### src/rtl/chia_xung_tocdo.sv
// Selectable-rate pulse generator: two debounced push-buttons step a power-of-two
// divider level, producing a one-cycle tick and a 50% square wave clk_hz.
module chia_xung_tocdo #(
    parameter int BASE_DIV = 50_000_000,
    parameter int DEB_CYC  = 500_000,
    parameter int NUM_LVL  = 4
) (
    input  logic                       CLK,
    input  logic                       rs,
    input  logic                       btn_up,
    input  logic                       btn_dn,
    output logic                       tick,
    output logic                       clk_hz,
    output logic [$clog2(NUM_LVL)-1:0] lvl
);

    localparam int LW = $clog2(NUM_LVL);
    localparam int CW = $clog2(BASE_DIV);
    localparam int DW = $clog2(DEB_CYC + 1);
    localparam logic [DW-1:0] DEB_LAST = DW'(DEB_CYC - 1);
    localparam logic [LW-1:0] LVL_MAX  = LW'(NUM_LVL - 1);

    logic [1:0]    btn_raw;
    logic [1:0]    press;
    logic [LW-1:0] lvl_reg;
    logic [LW-1:0] lvl_next;
    logic          lvl_chg;
    logic [CW-1:0] cnt_reg;
    logic          tick_reg;
    logic          clk_hz_reg;
    logic [CW-1:0] term_m1 [NUM_LVL];

    // Index 0 is the up button, index 1 the down button.
    assign btn_raw = {btn_dn, btn_up};

    for (genvar gi = 0; gi < 2; gi++) begin : g_deb
        logic          s1_reg;
        logic          s2_reg;
        logic          stable_reg;
        logic [DW-1:0] deb_cnt_reg;

        always_ff @(posedge CLK or negedge rs) begin
            if (!rs) begin
                s1_reg      <= 1'b1;
                s2_reg      <= 1'b1;
                stable_reg  <= 1'b1;
                deb_cnt_reg <= '0;
            end else begin
                s1_reg <= btn_raw[gi];
                s2_reg <= s1_reg;
                if (s2_reg == stable_reg) begin
                    deb_cnt_reg <= '0;
                end else if (deb_cnt_reg == DEB_LAST) begin
                    stable_reg  <= s2_reg;
                    deb_cnt_reg <= '0;
                end else begin
                    deb_cnt_reg <= deb_cnt_reg + 1'b1;
                end
            end
        end

        // Press fires in the same cycle the debounced state falls to 0.
        assign press[gi] = stable_reg & ~s2_reg & (deb_cnt_reg == DEB_LAST);
    end

    for (genvar gi = 0; gi < NUM_LVL; gi++) begin : g_term
        assign term_m1[gi] = CW'((BASE_DIV >> gi) - 1);
    end

    always_comb begin
        lvl_next = lvl_reg;
        if (press[0] && !press[1] && lvl_reg != LVL_MAX) begin
            lvl_next = lvl_reg + 1'b1;
        end else if (press[1] && !press[0] && lvl_reg != '0) begin
            lvl_next = lvl_reg - 1'b1;
        end
    end

    // Saturated or cancelling presses leave lvl_next == lvl_reg, so the count runs on.
    assign lvl_chg = (lvl_next != lvl_reg);

    always_ff @(posedge CLK or negedge rs) begin
        if (!rs) begin
            lvl_reg    <= '0;
            cnt_reg    <= '0;
            tick_reg   <= 1'b0;
            clk_hz_reg <= 1'b0;
        end else begin
            lvl_reg <= lvl_next;
            if (lvl_chg) begin
                cnt_reg  <= '0;
                tick_reg <= 1'b0;
            end else if (cnt_reg == term_m1[lvl_reg]) begin
                cnt_reg    <= '0;
                tick_reg   <= 1'b1;
                clk_hz_reg <= ~clk_hz_reg;
            end else begin
                cnt_reg  <= cnt_reg + 1'b1;
                tick_reg <= 1'b0;
            end
        end
    end

    assign tick   = tick_reg;
    assign clk_hz = clk_hz_reg;
    assign lvl    = lvl_reg;

endmodule

### config.mk
export PLATFORM = sky130hd
export DESIGN_NAME = chia_xung_tocdo
export DESIGN_NICKNAME = d
export VERILOG_FILES = /design/src/rtl/chia_xung_tocdo.sv
export SDC_FILE = /design/constraint.sdc
export NUM_CORES = 1
export LEC_CHECK = 0
export ABC_AREA = 1
export BUFFER_PORTS_ARGS = -buffer_cell sky130_fd_sc_hd__buf_2
export CAP_MARGIN = 20
export CORE_MARGIN = 3
export CORE_UTILIZATION = 35
export CTS_CLUSTER_DIAMETER = 80
export CTS_CLUSTER_SIZE = 30
export DETAILED_ROUTE_END_ITERATION = 6
export MAX_ROUTING_LAYER = met4
export PLACE_DENSITY = 0.5
export REMOVE_ABC_BUFFERS = 1
export SLEW_MARGIN = 20
export SYNTH_ARGS = -nofsm -noshare
export SYNTH_HDL_FRONTEND = slang
export SYNTH_SLANG_ARGS = --single-unit
### constraint.sdc
create_clock -name CLK -period 2 [get_ports CLK]
set_input_delay 0.1 -clock CLK [delete_from_list [all_inputs] [get_ports CLK]]
set_output_delay 0.1 -clock CLK [all_outputs]
set_load 0.02 [all_outputs]
; Yosys cells after proc, flatten, opt, wreduce, memory -nomap -nowiden
; Index checks and enable logic that the tools add are counted.
[totals]
reg_bits = 74
latchBits = 0
ramBits = 0
romBits = 0
input_bits = 4
elab_cells = 59
n_memories = 0
[op_classes]
addsub = 5
multipliers = 0
n_div = 0
n_lt_le_gt_ge = 1
n_eq_ne = 7
shift = 0
mux = 13
bitwise = 11
n_reduce_logical = 10
[ops]
columns = cell, n
row1 = $mux W26, 4
row2 = $mux W19, 4
row3 = $bmux W26 S2, 1
row4 = $add A19 B1 Y19 const B, 2
row5 = $eq A19 B19 Y1 const B, 2
row6 = $add A26 B1 Y26 const B, 1
row7 = $eq A26 B26 Y1, 1
row8 = $not A1 Y1, 6
row9 = $reduce_and A2 Y1, 3
row10 = $and A1 B1 Y1, 4
row11 = $logic_and A1 B1 Y1, 4
row12 = $mux W2, 2
row13 = $ge A3 B3 Y1 const B, 1
row14 = $not A2 Y3, 1
row15 = $add A2 B1 Y2 const B, 1
row16 = $eq A1 B1 Y1, 2
row17 = $logic_not A1 Y1, 2
row18 = $mux W1, 2
row19 = $ne A2 B2 Y1, 1
row20 = $ne A2 B2 Y1 const B, 1
row21 = $reduce_bool A2 Y1, 1
row22 = $sub A2 B1 Y2 const B, 1

; Logic depth before layout (Yosys ltp)
[depth]
ltp_word = 11
ltp_mapped = 14
ltp_nobuf = 13

; Worst setup path after synthesis
; No wires, ideal clock.
[synth_timing]
kind = flip-flop to flip-flop
from = reg lvl_reg[0], in the netlist lvl[0]
to = reg cnt_reg[19]
setup_time_ns = 0.121
t_arrival_ns = 1.823
setup_slack_ns = 0.056
path_stages_with_launch = 12
path_buffers = 1
synth_period_minus_slack_ns = 1.944
path_cell_list = dfrtp_1 -> inv_1 -> ha_1 -> buf_2 -> nand2_1 -> nand2_1 -> a21oi_1 -> nand2_1 -> nor2_2 -> nand3_4 -> nand3_4 -> nor2_2
[synth_between]
elab_chain_cells = 7
[synth_rtl]
columns = item, line
row1 = "start, declared", 25  ; logic [LW-1:0] lvl_reg;
row2 = "start signal, assigned", 89  ; lvl_reg <= lvl_next;
row3 = $not A2 Y3 (implied by the code), 93  ; end else if (cnt_reg == term_m1[lvl_reg]) begin
row4 = $bmux W26 S2, 93
row5 = $mux W26 (implied by the code) (2 in series), 93
row6 = $eq A26 B26 Y1, 93
row7 = $mux W26, 93
row8 = $mux W26 (*), 90  ; if (lvl_chg) begin
row9 = "end signal, assigned", 98  ; cnt_reg <= cnt_reg + 1'b1;
row10 = "end, declared", 28  ; logic [CW-1:0] cnt_reg;
; Mark *: on every way between the ends. The rest lies on a longest branch, timed or not. The select of a mux whose other input is x is not followed.
; A chain may end at the register's enable or synchronous reset.

; Worst setup path after layout
[layout_timing]
from = reg lvl_reg[0], in the netlist lvl[0]
to = reg cnt_reg[3]
; The elaborated chain is that of the path after synthesis.

==> impl_results.md <==
* Status: complete, no violations
* Starting density of the core at 36.3%
* Nets@finish at 701
* Cell leakage power at 0.00247 µW
* Remaining DRCs at 0
* Pwr dens at 603 nW/µm²
* CTS root buffer: clkbuf_16
* PortBufs at 7
* Sw power at 715 µW
* Netlist Area Pre-Place at 4890 µm²
* Yosys top cell by area: dfrtp_1
* Fin crit period at 1.84 ns
* Average wire per standard cell at 13.7 µm
* Crit-path max FO at 8
* Hold WS at 0.220 ns
* Routed WL at 11,900 µm
* Syn-to-layout area delta at 16.2%
* Seq/Total Area, Yosys at 38.0%
* Worst setup EP type: register
* Clock power frac at 52.8%
* Hold Fails Final Rpt at 0
* Remaining Overflow, GRT at 0
* Via Count at 4,259
* # clock sinks at 74
* Worst reg2reg path depth at 7
* Netlist cell types at 40
* Tot GR Track Use at 17.3%
* I/O pins at 8
* Post-synth EDFFs at 0
* Logic gate share of total power at 2.7%
* Total core area at 13,500 µm²
* Setup WS post-layout at 0.157 ns
* Internal cell power at 2710 µW
* Die X at 124 µm
* Pre-CTS setup slack at 0.00479 ns
* Placed Area at 5220 µm²
* Arr. time, crit path at 2.07 ns
* First-pass GRT wire length at 19,900 µm
* Flops & latches, synth at 74
* Worst-path cell chain: buf_4 -> ha_2 -> o21ai_0 -> nand4_1 -> nand3b_1 -> nand3_4 -> nor2_2
* Antenna-violating nets left at 0
* CTS tree: yes
* CTS buffer count at 9
* Detailed Place HPWL at 8990 µm
* DRT iter0 DRCs at 311
* Share of the synthesized area in the top cell type at 34.8%
* Pre-Repair DR Iteration Count at 5
* HP Class: primary input to asynchronous set/reset pin
* Mapped Cells at 659
* Gpl congestion at 0.969
* Crit path max-delay cell type: dfrtp_1
* Layout cells sized above 1 at 19.8%
* Avg Cell Area, Syn at 7.42 µm²
* Slew @ Worst Pin at 0.376 ns
* Setup violators final at 0
* Slew HR at 74.7%
* Seq pwr share at 44.5%
* Switching Share at 20.9%
* TNS Setup at 0 ns
* Most common cell after layout, fill and taps aside: nand2_1
* Max Freq at 543 MHz
* Ys async rst share at 100%
* Longest Clk Path Bufs at 2
* Commonest non-fill, non-tap cells in the layout: nand2_1, nor2_1, inv_1
* Crit path required time at 2.23 ns
* Row Count at 42
* Max FFs per register at 38
* Die area at 15,400 µm²
* CP peak stage delay at 0.41 ns
* Antenna violations before repair at 0
* RSZ-0062 raised after global routing: no
* Latest clock arrival within the worst-skew pair at 0.35 ns
* Largest net degree at the start of global routing at 31
* Dominant cells by area after synthesis: dfrtp_1, nand2_1, nor2_1
* Vias per inst at 4.90
* Final cycle utilization of the critical path at 92.2%
* Ant diodes at 0
* Vias in the first global route at 3,961
* Fin. max-slew vios at 0
* Crit Path Category: register to register
* Ys Warns at 0
* Max IR drop VDD at 328 µV
* Max Cap Viol at 0
* Crit path launch type: register
* CTS clk-pin slew, worst paths at 0.06 ns
* H-tree levels at 3
* Skew final at 0.00906 ns
* Final instance area at 5680 µm²
* Leading register cell type out of synthesis: dfrtp_1
* DIE HEIGHT at 124 µm
==> synthesized netlist by cell type (3+ instances only) <==
library cell and n:
nand2_2 5, nand3b_1 3, o21ai_0 8, nand3_1 40, a21oi_1 14, dfstp_2 6
nand2_1 154, o21ai_1 3, nand4_1 25, nor2_1 103, nor3_2 7, o22ai_1 4
nor2_2 31, buf_2 10, inv_1 72, inv_2 11, nor2_4 7, nand3_4 6
ha_1 9, nor3_1 19, nand3_2 3, dfrtp_1 68, nor3b_1 5, xor2_1 23
xnor2_1 3
==> worst paths after layout <==
path                                 start                  endpoint  slack [ns]
min in group CLK           g_deb[0].s1_reg           g_deb[0].s2_reg        0.36
max in group asynchronous               rs  g_deb[1].deb_cnt_reg[10]        1.21
hold / removal                          rs   g_deb[1].deb_cnt_reg[1]        0.22
setup / recovery                    lvl[0]                cnt_reg[3]        0.16
hold reg to reg            g_deb[0].s1_reg           g_deb[0].s2_reg        0.36
setup reg to reg                    lvl[0]                cnt_reg[3]        0.16
==> worst max-delay path, delay by kind of cell, from the launching register on <==
family                     cells  cell delay [ns]
DFF                            1             0.41
buffers and inverters          1             0.18
and+or+nand+nor                4             0.65
AOI/OAI and AO/OA              1             0.28
adders and majority gates      1             0.21
==> power groups by stage <==
stage	logic [µW]	clock network (µW)	registers, µW
floorplan	30.6	0	1550
global placement	90.1	0	1550
detailed placement	91.7	0	1550
CTS	96.5	1890	1520
global route	107	1930	1530
finish	92.2	1810	1530
==> cells by family (layout without fill, tap and decap cells) <==
family          count (synthesis)  count (layout)  synth area share (%)
xor+xnor                       26              26                  4.66
simple gates                  417             418                  43.0
compound gates                 38              38                  4.45
flops                          74              74                  38.0
buf+inv                        95             128                  7.55
fa+ha+maj                       9               9                  2.30
==> layout make-up <==
class	instances	area [µm²]
fill	1365	7770
inverter	84	315
timing repair buffer	28	215
tap	176	220
clock inverter	5	86.3
multi-input combinational	491	2730
sequential	74	1860
clock buffer	11	253
==> through the flow <==
step	utilization [%]	power (µW)	std cells
2_1_floorplan	-	1580	648
4_1_cts	41.6	3510	866
5_1_grt	42.2	3570	869
6_report	42.2	3430	869
3_5_place_dp	38.8	1640	847
3_3_place_gp	38.8	1640	847
==> routing by layer <==
metal	vias to the layer above	GRT usage [%]	part of all wire [%]
met4	0	6.09	1.9
met3	21	4.50	4.6
li1	2166	-	-
met5	-	-	0
met1	1980	23.8	50
met2	92	24.6	44
==> timing repair <==
action	4_1_cts	5_1_grt
endpoints found under the hold margin	28	0
resized for setup	1	14
pin swaps	0	5
endpoints found under the setup margin	5	28
setup buffers	0	2
cloned	0	1
hold buffers	3	0
No activity file was read; power rests on OpenSTA's default activity.
